File: config.mk
export PLATFORM = sky130hd
export DESIGN_NAME = ft600_tx_scheduler
export DESIGN_NICKNAME = d
export VERILOG_FILES = /design/src/rtl/ft600_tx_scheduler.sv
export SDC_FILE = /design/constraint.sdc
export NUM_CORES = 1
export LEC_CHECK = 0
export CAP_MARGIN = 25
export CORE_MARGIN = 4
export CORE_UTILIZATION = 38
export CTS_CLUSTER_DIAMETER = 120
export CTS_CLUSTER_SIZE = 12
export DETAILED_ROUTE_END_ITERATION = 12
export GPL_ROUTABILITY_DRIVEN = 0
export GPL_TIMING_DRIVEN = 0
export PLACE_DENSITY = 0.78
export REMOVE_ABC_BUFFERS = 1
export SYNTH_ARGS = -nofsm -noshare
export SYNTH_HDL_FRONTEND = slang
export SYNTH_SLANG_ARGS = --single-unit
File: constraint.sdc
create_clock -name clk -period 2.25 [get_ports clk]
set_clock_uncertainty 0.05 [all_clocks]
set_input_delay 0.3375 -clock clk [delete_from_list [all_inputs] [get_ports clk]]
set_output_delay 0.3375 -clock clk [all_outputs]
set_load 0.01 [all_outputs]
File: src/rtl/ft600_tx_scheduler.sv
// ft600_tx_scheduler: round-robin arbiter sharing the FT600 bridge TX write
// port among four FWFT source FIFOs. Each grant emits a header word
// {2'b10, id, 4'b0000, len} followed by len data words popped from the source.
module ft600_tx_scheduler #(
    parameter int unsigned MAX_BURST = 16,
    parameter int unsigned LEVEL_W   = 8
) (
    input  logic                 clk,
    input  logic                 rst,
    input  logic [4*LEVEL_W-1:0] src_level,
    input  logic [63:0]          src_data,
    output logic [3:0]           src_rd,
    output logic                 tx_en,
    output logic [15:0]          tx_in,
    input  logic                 tx_full,
    output logic [1:0]           grant_id,
    output logic                 busy
);

    localparam int unsigned CMP_W = (LEVEL_W > 32) ? LEVEL_W : 32;

    typedef enum logic [1:0] {
        IDLE = 2'd0,
        HDR  = 2'd1,
        DATA = 2'd2
    } state_t;

    state_t             state;
    logic [1:0]         gid;
    logic [1:0]         last;
    logic [7:0]         len;
    logic [7:0]         cnt;

    logic [LEVEL_W-1:0] level_a [4];
    logic [15:0]        data_a  [4];
    logic               hit;
    logic [1:0]         pick;
    logic [1:0]         cand;
    logic [7:0]         pick_len;

    // Split the flat source buses into per-source fields
    always_comb begin
        for (int unsigned i = 0; i < 4; i++) begin
            level_a[i] = src_level[i*LEVEL_W +: LEVEL_W];
            data_a[i]  = src_data[i*16 +: 16];
        end
    end

    // Rotating priority scan: last+1 first, last itself lowest
    always_comb begin
        hit  = 1'b0;
        pick = last;
        cand = '0;
        for (int unsigned k = 1; k <= 4; k++) begin
            cand = last + 2'(k);
            if (!hit && level_a[cand] != '0) begin
                hit  = 1'b1;
                pick = cand;
            end
        end
    end

    // Burst length of the candidate, clamped to MAX_BURST
    always_comb begin
        if (CMP_W'(level_a[pick]) > CMP_W'(MAX_BURST))
            pick_len = 8'(MAX_BURST);
        else
            pick_len = 8'(level_a[pick]);
    end

    // Write strobes and word mux; gated by tx_full so a stalled word is re-presented
    always_comb begin
        tx_en  = 1'b0;
        src_rd = '0;
        tx_in  = '0;
        case (state)
            HDR: begin
                tx_en = ~tx_full;
                tx_in = {2'b10, gid, 4'b0000, len};
            end
            DATA: begin
                tx_en       = ~tx_full;
                tx_in       = data_a[gid];
                src_rd[gid] = ~tx_full;
            end
            default: ;
        endcase
    end

    // Packet sequencing: arbitrate, send header, stream len words
    always_ff @(posedge clk) begin
        if (rst) begin
            state <= IDLE;
            gid   <= '0;
            last  <= 2'd3;
            len   <= '0;
            cnt   <= '0;
        end else begin
            case (state)
                IDLE: begin
                    if (hit) begin
                        gid   <= pick;
                        len   <= pick_len;
                        cnt   <= pick_len;
                        state <= HDR;
                    end
                end
                HDR: begin
                    if (!tx_full)
                        state <= DATA;
                end
                DATA: begin
                    if (!tx_full) begin
                        cnt <= cnt - 8'd1;
                        if (cnt == 8'd1) begin
                            state <= IDLE;
                            last  <= gid;
                        end
                    end
                end
                default: state <= IDLE;
            endcase
        end
    end

    assign grant_id = gid;
    assign busy     = (state != IDLE);

endmodule

Word-level counts from Yosys, hierarchy flattened:

Index checks and enable logic that the tools add are counted.

* register bits: 22
* output and inout bits: 24
* input bits: 99
* logic and storage cells: 92

* add/sub/neg operators: 4
* equality and inequality tests: 7
* $lt $le $gt $ge: 9
* reduce and logical (&&, ||, !) cells: 19
* bitwise logic cells: 8
* muxes and demuxes: 40

Operator list (number)
* 8-bit two-way mux: 13
* 8-bit binary-select mux with 2-bit select: 5
* 16-bit binary-select mux with 2-bit select: 1
* 16-bit two-way mux: 2
* 16-bit one-hot mux with 2 select lines: 1
* 8-bit nonzero test: 4
* 3-bit >= comparator (second input constant): 6
* 2-bit NOT with 3-bit output: 6
* 2-bit two-way mux: 8
* 8-bit one-hot mux with 2 select lines: 1
* 8-bit by 1-bit == test with 1-bit output (second input constant): 1
* 8-bit by 5-bit greater-than comparator with 1-bit output (second input constant): 1
* 2-bit != test (second input constant): 4
* 8-bit by 1-bit subtractor with 8-bit output (second input constant): 1
* 1-bit two-way mux: 6
* 2-bit one-hot mux with 3 select lines: 1
* 3-bit AND reduction: 2
* 2-bit adder (second input constant): 2
* 4-bit bitwise AND: 1
* 1-bit logical AND: 4
* 4-bit two-way mux: 1
* 4-bit AND reduction: 1
* 2-bit nonzero test: 2
* 1-bit logical NOT: 3
* other kinds (10): 10

Logic depth before layout (Yosys ltp):

Gate-level depths: netlist (run 1).

* depth after elaboration: 24
* depth in mapped cells: 10
* gate-level depth less buffers: 8

Worst setup path after synthesis (run 1):

Ideal clock, no wire load.

* path type: reg2out
* from: reg gid[0] (netlist: grant_id[0])
* to: out tx_in[12]
* data arrival time: 1716 ps
* buffers on the path: 2
* data required time: 1862 ps
* cell stages (with the launch flop): 6
* slack: 146 ps
* cell sequence: dfxtp_1 -> clkbuf_1 -> buf_2 -> mux4_2 -> a22oi_1 -> nor2b_1

* word-level cells in the longest chain between the ends: 5

Ends and longest elaborated chain
* start: declaration: RTL line 29 `logic [1:0] gid;`
* start signal: assignment: RTL line 102 `gid <= pick;`
* 2-bit NOT with 3-bit output (implied by the code): RTL line 83 `tx_in = data_a[gid];`
* 16-bit binary-select mux with 2-bit select: RTL line 83
* 16-bit two-way mux (implied by the code) (2 in series): RTL line 83
* 16-bit one-hot mux with 2 select lines *: RTL line 76 `case (state)`
* end: declaration: RTL line 14 `output logic [15:0] tx_in,`

Every way passes the cells marked *; elsewhere a longest branch is shown, timed or not. The select of a mux whose other input is x is not followed.

Final worst setup path (run 1):

* from: in src_level[9]
* to: reg cnt[0]

* word-level cells in the longest chain between the ends: 22
* elaborated cells between the ends (all ways): 40
* those cells by class: order compare (1); eq/ne (1); mux (26); bitwise (1); reduce/logical (11)

Ends and longest elaborated chain
* start: declaration: RTL line 10 `input logic [4*LEVEL_W-1:0] src_level,`
* 8-bit binary-select mux with 2-bit select: RTL line 56 `if (!hit && level_a[cand] != '0) begin`
* 8-bit two-way mux (implied by the code) (2 in series): RTL line 56
* 8-bit nonzero test: RTL line 56
* 1-bit two-way mux: RTL line 56
* 1-bit logical NOT: RTL line 56
* 1-bit logical AND: RTL line 56
* 1-bit two-way mux: RTL line 56
* 1-bit logical NOT: RTL line 56
* [4 not listed]
* 2-bit two-way mux: RTL line 56
* 2-bit NOT with 3-bit output (implied by the code): RTL line 65, 68
* 8-bit binary-select mux with 2-bit select: RTL line 65, 68
* 8-bit two-way mux (implied by the code) (2 in series): RTL line 65, 68
* 8-bit by 5-bit greater-than comparator with 1-bit output: RTL line 65 `if (CMP_W'(level_a[pick]) > CMP_W'(MAX_BURST))`
* 8-bit two-way mux: RTL line 65
* 8-bit two-way mux: RTL line 101 `if (hit) begin`
* 8-bit one-hot mux with 2 select lines: RTL line 99 `case (state)`
* end signal: assignment: RTL line 104 `cnt <= pick_len;`
* end signal: assignment: RTL line 114 `cnt <= cnt - 8'd1;`
* end: declaration: RTL line 32 `logic [7:0] cnt;`

Several ways; a longest one is shown, not always the timed one. The select of a mux whose other input is x is not followed.
A chain may end at the register's enable or synchronous reset.

==> results of run 1 <==
[flip-flops by register name, summed over array words and instances (netlist names)]
name      cells
cnt           8
state         2
last          2
len           8
grant_id      2
[area by class of cell]
| type | count | area share [%] |
|---|---|---|
| inverter | 8 | 0.8430 |
| sequential | 22 | 11.21 |
| timing repair buffer | 162 | 39.46 |
| clock buffer | 4 | 1.374 |
| tap | 70 | 2.185 |
| multi-input combinational | 175 | 44.93 |
[repair_timing]
item                       in CTS  in global routing
gates resized for setup        67                 46
cloned                          2                  0
buffers inserted               20                 19
pin swaps                      10                 18
setup endpoints to repair      41                 30
[placed cells by master, fill, tap and decap left out, types with 7 or more instances in the layout]
cell type,Yosys,final
a22oi_1,10,9
a32oi_1,9,7
and3_1,9,8
buf_4,0,36
clkdlybuf4s50_1,0,78
dfxtp_1,22,19
dlygate4sd2_1,0,20
dlymetal6s2s_1,0,21
inv_1,8,7
mux4_2,16,16
nor2_1,16,15
nor2b_1,12,12
nor4_4,3,10
[worst min-delay path: stages (launching register included)]
cell     delay [ns]
dfxtp_1        0.32
nand3_1        0.07
o31ai_2        0.06
[kinds of logic after synthesis]
kind of cell / share of synthesized area (%)
AOI/OAI and AO/OA: 21.18
adders and majority gates: 3.043
muxes: 21.73
DFF: 21.42
and+or+nand+nor: 26.11
xor gates and xnor gates: 1.278
buffers and inverters: 5.234
[path summary, 6_finish.rpt]
path / from / to / slack [ns] / cells after the start
worst max-delay path: src_level[9] / cnt[0] / -0.05 / 10
worst min-delay path: len[0] / len[0] / 0.44 / 2
worst max register to register: state[0] / cnt[2] / 0.06 / 9
worst min register to register: len[0] / len[0] / 0.44 / 2
[per-layer routing]
layer / up-vias / routed length (um) / global-route usage, %
met3: 18 / 527 / 3.947
met4: 0 / 142 / 4.223
li1: 1184 / - / -
met1: 1288 / 3742 / 29.51
met2: 130 / 4638 / 39.01
met5: - / 0 / 0
[through the flow]
| step | hold WS [ns] | utilization (%) |
|---|---|---|
| detailed placement | 0.4201 | 63.84 |
| CTS | 0.4348 | 71.50 |
| global route | 0.4561 | 77.48 |
| floorplan | 0.3599 | - |
| finish | 0.4352 | 77.48 |
| global placement | 0.4168 | 63.55 |
[power by group through the flow]
stage	clock [uW]	sequential, uW	combinational [uW]
global route	312	606	1750
detailed placement	0	600	1220
global placement	0	618	1170
CTS	293	575	1380
finish	301	599	1640
floorplan	0	585	738
==> results.txt, run 1 <==
The die width is 81.55 um. The logs give 16 for the number of endpoints failing setup at the final stage and 1017 uW for the net switching power figure. The post-synthesis sequential area ratio was 21.42%. The hold violation total from the final report is 0. The remaining number of nets flagged by the antenna check after routing is 0. The number of buffers added on ports came out at 122. Across the run, the number of max-cap violations was 0. The post-synthesis cell type count was 48. The share of the cycle needed by the critical path after routing is 102.3%, and the via count of the first global-routing pass is 2428. The run gives 2620 as the routed via count.

The classification of the worst-slack hold path was flop to flop. Walking the worst path, the cells encountered are dlygate4sd2_1 > nor4_4 > buf_4 > nand4_1 > nor4_4 > buf_4 > buf_4 > nor2_1 > nand3_2 > o22ai_1. Of the total power, registers draw 23.6%. At the pin with the least slew margin, the transition time is 0.5499 ns. The number of nets in the layout came out at 476.

The slowest stage of the critical path is the nor4_4 cell. For the setup slack at placement, the log shows -0.6286 ns. Entering global routing, the biggest net connects 25 pins. Among the stages of the critical path, the cell type that occurs most often is buf_4. The fmax is 434.5 MHz, and the per-cell via count in the routed design is 5.941. Summing all flip-flop and latch instances after layout gives 449.2 sq um. On the critical path the largest part of the delay comes from simple AND/OR/NAND/NOR gates. During synthesis, Yosys emitted a total of 0 warnings. The tree is rooted in a clkbuf_8.

Dominant cell type by area after synthesis: dfxtp_1. The floorplan step defined a die boundary enclosing 6650 sq um. The count of H-tree levels built during CTS is 1, and the number of buffers added to fix hold violations after cts is 0. TritonCTS created 3 clock buffers.

The maximum fanout along the worst path is 6, and the count of flip-flops with a built-in enable after synthesis is 0. The die is 81.55 um tall. In the post-synthesis netlist, the biggest area contributors are dfxtp_1 21%, mux4_2 18%, a32oi_1 3.8%. The most used flip-flop cell after synthesis is dfxtp_1. The finished cells cover 4008 sq um.

Together, buffers and inverters on the worst path number 4. The area occupied by multi-input gates was 1800 sq um; the clock latency on the worst-skew pair was 0.27 ns. Global routing consumed, over all layers together, 22.52% of the routing resources. The final number of max-transition violations came out at 0. The number of violations reported at the end of detailed-routing iteration 0 is 211, and the count of antenna diodes in the layout is 0. The logs give 39.74% for the starting utilization of the core area and 26 for the number of placement rows. The first global-routing pass estimated 11.74 mm of wire.

Clock-pin slew of the registers on the worst-case setup and hold paths: 0.08 ns. For the setup slack after layout, the log shows -0.05173 ns. The flow ran to the end, but the final reports show violations. The first detailed-routing pass ran for 5 iterations.

After synthesis, the most frequently instantiated cells are 22 x dfxtp_1, 16 x mux4_2, 16 x nor2_1. The startpoint type of the worst setup path is a primary input. Counting tap cells, the placed design contains a total of 396 instances. The detailed-route wire length per cell is 20.53 um, and the area added between synthesis and finish is 94.95%. The worst max-slew margin expressed relative to the limit is 63.22%.

Internal power comes to 1528 uW. The combinational share of power came out at 64.6%. Counting I/O delays and the setup requirement, the final critical path takes 2.302 ns. The clock share of power came out at 11.8%.

The tools report the total number of clock tree sinks as 22. The tools report the standard cell area after detailed placement as 3302 sq um. The post-synthesis instance total was 219; the area fraction of the dominant cell type after synthesis was 21.42%.

STA puts the critical path data required time at 2.33 ns. Of all flip-flops after synthesis, the portion carrying an async set or reset was 0%. The finished layout holds 441 standard cells, fillers aside.

Setup repair after global routing could not meet its margin everywhere. The final-layout setup total negative slack is -0.3564 ns. Critical path class: primary input to flop. The maximum single-stage delay on the critical path was 0.41 ns; the global-route congestion overflow total was 0. The power density over cell area was 635.1 nW/um^2.

Summed instance area of the synthesized netlist: 2056 sq um. The post-DP HPWL was 5.347 mm. The initial antenna violation count was 0. For this run, design rule violations remaining after detail routing come to 0. The total chip power is 2545 uW, and the mean instance size in the synthesized netlist is 9.387 sq um.

The critical path endpoint category was a flop. The maximum clock path buffer count was 2. The most common cell in the synthesized netlist is dfxtp_1. The filler cells instantiated in the layout total 322.

The final reports fail on negative setup slack. The run gives 123 as the number of I/O pins. TritonCTS built the clock tree. The leakage power was 0.001707 uW. The share of cells above drive strength 1 was 31.54%; the routed wire length was 9.052 mm. Net switching is 39.95% of the power.

Data arrives at the worst endpoint at 2.38 ns. The floorplan core area came out at 5172 sq um. Across the VDD grid, the largest voltage drop is 0.5311 mV. Counting flops and latches in the post-synthesis netlist gives 22.
Power figures use the tool's default switching activity.
==> run 2, diff against run 1 <==
--- a/config.mk
+++ b/config.mk
@@ -13,7 +13,7 @@
 export DETAILED_ROUTE_END_ITERATION = 12
 export GPL_ROUTABILITY_DRIVEN = 0
 export GPL_TIMING_DRIVEN = 0
-export PLACE_DENSITY = 0.78
+export PLACE_DENSITY = 0.86
 export REMOVE_ABC_BUFFERS = 1
 export SYNTH_ARGS = -nofsm -noshare
 export SYNTH_HDL_FRONTEND = slang
==> results.txt, run 2 (same netlist as run 1, synthesis figures left out) <==
The hold violation total from the final report is 0. The critical path class was primary input to flop. Using the TritonRoute via totals, the vias-per-cell ratio works out to 6.343.

The number of endpoints failing setup at the final stage is 10. The worst setup path is captured at a flop. Dividing the detail-routed wire length by the instance count gives 22.98 um. Max-cap violations in this run came to 0. Buffers placed on the I/O ports in this run total 122. The number of buffers added to fix hold violations after cts was 0.

First-pass detailed-route iteration total: 7. The die is 81.55 um wide. The tools report the remaining number of nets flagged by the antenna check after routing as 0. The tools report the maximum clock path buffer count as 2. The logs give 470 for the number of nets in the layout and 2646 for the via count of the first global-routing pass. The checks that failed: negative setup slack.

The HPWL after detailed placement is 5.683 mm. The global-route total usage across every layer is 25.48%, and the initial antenna violation count is 0. The maximum vdd ir drop was 0.5163 mV; the number of I/O pins was 123. The logs give 39.74% for the starting utilization of the core area and 1 for the count of H-tree levels built during CTS. STA classifies the critical path startpoint as a primary input. Measured against its own limit, the worst slew margin works out to 61.89%. The first global-routing pass estimated 13.03 mm of wire. Row generation in the floorplan step produced 26 rows. The largest net degree at the start of global routing is 25, and the count of antenna diodes in the layout is 0.

The library cell used most frequently in the layout, excluding fill and tap cells, is clkdlybuf4s50_1. The leakage power was 0.001646 uW. The clock-pin slew of the registers on the worst-case setup and hold paths came out at 0.08 ns. TritonCTS built the clock tree. Of all nets on the critical path, the largest fanout is 6.

Arrival time of the worst setup path: 2.46 ns. The worst path needs 2.369 ns of the cycle, external delays included. TritonCTS created 3 clock buffers.

Dividing total power by cell area gives a power density of 648.7 nW/um^2. Cells with a size suffix above 1 make up 31.32% of the layout. Final number of max-transition violations: 0. Global routing finished with a remaining overflow of 0. At the worst endpoint, the required time is 2.34 ns. CTS saw 22 sinks. The classification of the worst-slack hold path is flop to flop. The floorplan core area came out at 5172 sq um. Derived from the worst setup path, the maximum achievable clock frequency is 422.1 MHz.

The run finished, with violations left. The library cells used most frequently in the layout, excluding fill and tap cells, are 75 x clkdlybuf4s50_1, 29 x buf_4, 23 x dlymetal6s2s_1, 20 x dfxtp_1, 16 x mux4_2. The tools report the clock latency on the worst-skew pair as 0.26 ns. The clock root buffer was clkbuf_8. The startpoint identified for the worst register-to-register timing path is state[0]. The utilization after layout is 76.20%.

In the final layout, the registers with the most flip-flops are cnt x8, len x8. The worst hold path begins at len[7]. The die covers 6650 sq um. The routed via count is 2753, and the vertical die dimension is 81.55 um. The tools report the origin of the worst setup path as src_level[12]. In the finished design, the share of the clock period the worst path needs comes to 105.3%. The remaining routing DRC violations was 0; the worst hold slack was 0.4409 ns. The first routing iteration left 258 violations. After routing, the total negative slack on setup checks comes to -0.5328 ns. The layout has 300 filler cells.

For the setup slack after layout, the log shows -0.1192 ns. The area added between synthesis and finish is 91.72%. The routed wire length was 9.973 mm.

At the pin with the least slew margin, the transition time is 0.5699 ns.
-- run 2: critical path, stage by stage --
cell	delay [ns]
dlymetal6s2s_1	0.17
nor4_4	0.40
buf_4	0.19
nand4_1	0.16
nor4_4	0.49
a22oi_2	0.24
a31oi_1	0.21
a311o_1	0.15
o21ai_0	0.09
-- run 2: worst paths after layout --
path | endpoint | slack (ns) | depth (start not counted)
hold / removal | len[7] | 0.44 | 1
hold reg to reg | len[7] | 0.44 | 1
setup / recovery | cnt[2] | -0.12 | 9
setup reg to reg | cnt[2] | 0.04 | 9
-- run 2: repair_timing --
action	in CTS	in global routing
setup buffers	21	13
cloned	3	0
endpoints found under the setup margin	41	30
endpoints found under the hold margin	0	0
pin swaps	13	16
gates resized for setup	86	42
-- run 2: power breakdown --
| group | internal, uW | switching (uW) |
|---|---|---|
| registers | 467 | 127 |
| logic | 894 | 819 |
| clock network | 120 | 130 |
| total | 1480 | 1080 |
-- run 2: through the flow --
step	worst slack [ns]	cells	power [uW]	instance area [sq um]
after floorplan	-0.01523	203	1323	1978
after global placement	-0.7607	395	1789	3287
after detailed placement	-0.6745	396	1862	3314
after CTS	-0.04689	423	2355	3749
after global routing	-0.2240	434	2684	3941
final	-0.1192	434	2557	3941
-- run 2: layout make-up --
type                       count  area (sq um)  area share (%)
tap                           70         87.58           2.222
inverter                       8         33.78          0.8571
sequential                    22         447.9           11.37
clock buffer                   3         41.29           1.048
timing repair buffer         156          1534           38.92
multi-input combinational    175          1797           45.59
-- run 2: routing by layer --
metal / track usage, % / part of all wire [%]
met1: 30.48 / 37
met4: 8.446 / 3.6
met2: 44.87 / 52
met5: 0 / 0
met3: 5.702 / 6.9
==> run 3, diff against run 2 <==
--- a/config.mk
+++ b/config.mk
@@ -5,7 +5,6 @@
 export SDC_FILE = /design/constraint.sdc
 export NUM_CORES = 1
 export LEC_CHECK = 0
-export CAP_MARGIN = 25
 export CORE_MARGIN = 4
 export CORE_UTILIZATION = 38
 export CTS_CLUSTER_DIAMETER = 120
@@ -13,8 +12,7 @@
 export DETAILED_ROUTE_END_ITERATION = 12
 export GPL_ROUTABILITY_DRIVEN = 0
 export GPL_TIMING_DRIVEN = 0
-export PLACE_DENSITY = 0.86
-export REMOVE_ABC_BUFFERS = 1
+export PLACE_DENSITY_LB_ADDON = 0.15
 export SYNTH_ARGS = -nofsm -noshare
 export SYNTH_HDL_FRONTEND = slang
 export SYNTH_SLANG_ARGS = --single-unit
==> results.txt, run 3 (same netlist as run 1, synthesis figures left out) <==
The flow ran to the end, and the final reports show no timing, DRC or antenna violations. The floorplan step defined a die boundary enclosing 6650 sq um. In this design, the stage delay of the slowest critical-path cell is 0.52 ns.

For the routed wire length, the log shows 7.839 mm. The analysis attributes to cell leakage a power of 0.001554 uW. Cells fill 74.00% of the core in the end.

Setup repair after global routing could not meet its margin everywhere. The max-cap violation count was 0; the first-pass detailed-route iteration total was 4. The area of all placed cells without fillers was 3827 sq um. The cell sitting at the root of the clock tree is a clkbuf_8. The HPWL after detailed placement is 5.894 mm. The worst max-slew margin expressed relative to the limit was 62.00%. Classification of the worst-slack hold path: flop to flop. Once detail routing completed, the nets flagged for antenna violations numbered 0. Of the cells placed in the final design, the portion with a size suffix greater than 1 is 31.97%. The shortest clock period the worst path allows after layout was 2.213 ns; the number of nets in the layout was 472. In this run the power density over the cells is 613.8 nW/um^2.

The clock share of power was 10.3%. In this run switching power makes up 39.55% of total power. For the via count of the first global-routing pass, the log shows 2296. The run gives 0 as the final number of max-transition violations. The clock net in this run drives a total of 22 sinks.

The area added between synthesis and finish was 86.18%. Cell internal power was estimated by the tool at 1420 uW. The logs give 0 for the initial antenna violation count and 5172 sq um for the floorplan core area. Excluding fillers, the count of instances in the completed layout stands at 436. The library cells used most frequently in the layout, excluding fill and tap cells, are 72 x clkdlybuf4s50_1, 22 x buf_4, 18 x dfxtp_1, 17 x dlygate4sd2_1. Static timing analysis puts the maximum clock frequency at 451.8 MHz.

The worst register-to-register path begins at cnt[2]. The count of H-tree levels built during CTS was 1; the routed via count was 2440. In this run the count of I/O pins placed on the die edge is 123.

The critical path endpoint category is a flop. The clock passes through at most 2 buffers. The origin of the worst setup path is src_level[2]. In this run the vertical extent of the chip is 81.55 um. The total overflow left after global routing is 0. The critical path is of the primary input to flop type.

In this run the critical register-to-register path is captured at state[1]. The setup slack at placement is -0.6240 ns, and the number of buffers added on ports is 122. The commonest non-fill, non-tap cell in the layout is clkdlybuf4s50_1. After layout, the worst setup slack is 0.03653 ns.

After detailed routing, the number of vias per cell comes to 5.596. The number of placement rows is 26. TritonCTS built the clock tree.

Counting tap cells, the placed design contains a total of 411 instances. Summed over all nets, the switching power comes to 929.2 uW. The detailed-route wire length per cell is 17.98 um. The global-route wire length before repair was 11.18 mm; the remaining routing DRC violations was 0. Of the available clock period, the critical path in the final layout requires 98.38%.

The worst setup path is launched from a primary input. For the worst-skew pair, the clock arrives at the later sink with an insertion delay of 0.26 ns. IR analysis of the VDD net gives a maximum drop of 0.4691 mV. Walking the worst path, the cells encountered are dlygate4sd2_1 > or4_4 > nor4_4 > a22oi_2 > buf_6 > a311o_1 > o21ai_1. In the global route stage, overall resource usage came out at 21.65%. Path depth of the worst reg2reg path: 7.

The tools report the number of violations reported at the end of detailed-routing iteration 0 as 127. For this design, the slowest cell found on the critical path is or4_4. The die width works out to 81.55 um.

The transition time of the tightest slew-check pin came out at 0.5700 ns. The logs give 323 for the synthesized netlist net count and 23.9% for the share of total power in sequential cells. Setup violations remaining at the end of the flow were counted as 0. TritonCTS created 3 clock buffers.

The standard cell area after detailed placement was 3364 sq um; the combinational share of power was 65.8%. Counting the fill cells in the layout gives 388. The largest registers in the layout are cnt x8, len x8. The repair_antennas step left the layout with diodes totalling 0. After clock tree synthesis, the clock-pin slew on the worst setup and hold paths is 0.08 ns. The arrival time of the worst setup path is 2.36 ns, and the starting utilization of the core area is 39.74%.

The logs give 2.39 ns for the critical path required time and 0.15 ns for the reg2reg setup slack. Entering global routing, the biggest net connects 12 pins. The tools report the timing endpoint of the critical path as cnt[2].

Along the worst path, the maximum fanout reaches 5. The hold violation total from the final report was 0.
run 3: critical path, delay by kind of cell:
kind | cells | cell delay [ns]
AO/OA/AOI/OAI | 3 | 0.63
AND/OR/NAND/NOR | 2 | 0.94
buffers and inverters | 2 | 0.44
run 3: final cells by class:
type	count	area (sq um)	area share, %
repair buffers	146	1358	35.47
well taps	70	87.58	2.288
multi-input cells	173	1725	45.08
clock buffers	3	41.29	1.079
plain buffers	14	137.6	3.596
inverters	8	30.03	0.7846
flip-flops and latches	22	447.9	11.70
run 3: worst min-delay path by stage:
stage | startpoint | endpoint | slack (ns) | cells past startpoint
floorplan | len[7] | len[7] | 0.40 | 1
finish | len[2] | len[2] | 0.44 | 2
CTS | len[5] | len[5] | 0.44 | 1
global route | len[5] | len[5] | 0.46 | 1
global placement | len[2] | len[2] | 0.42 | 2
detailed placement | len[5] | len[5] | 0.42 | 1
run 3: repair_timing:
item	in CTS	in global routing
gates cloned	1	0
pin swaps	15	19
hold buffers	0	0
resized for setup	101	65
endpoints found under the setup margin	35	31
setup buffers	15	8
run 3: power groups by stage:
stage	sequential [uW]	combinational [uW]	clock, uW
2_1_floorplan	523	858	0
3_3_place_gp	534	1310	0
3_5_place_dp	538	1340	0
4_1_cts	553	1450	244
5_1_grt	573	1670	255
6_report	561	1550	242
run 3: metrics by stage:
stage / hold slack (ns) / setup TNS [ns] / power, uW
after floorplan: 0.4029 / 0 / 1381
after global placement: 0.4239 / -14.75 / 1845
after detailed placement: 0.4232 / -15.59 / 1879
after CTS: 0.4368 / 0 / 2245
after global routing: 0.4574 / -0.1257 / 2502
final: 0.4442 / 0 / 2349
run 3: routing by layer:
layer	wire (um)	part of all wire (%)	global-route usage [%]	vias to the layer above
met5	0	0	0	-
met4	168	2.1	3.378	0
met3	266	3.4	2.193	12
met2	4171	53	39.66	62
met1	3232	41	27.79	1199
li1	-	-	-	1167
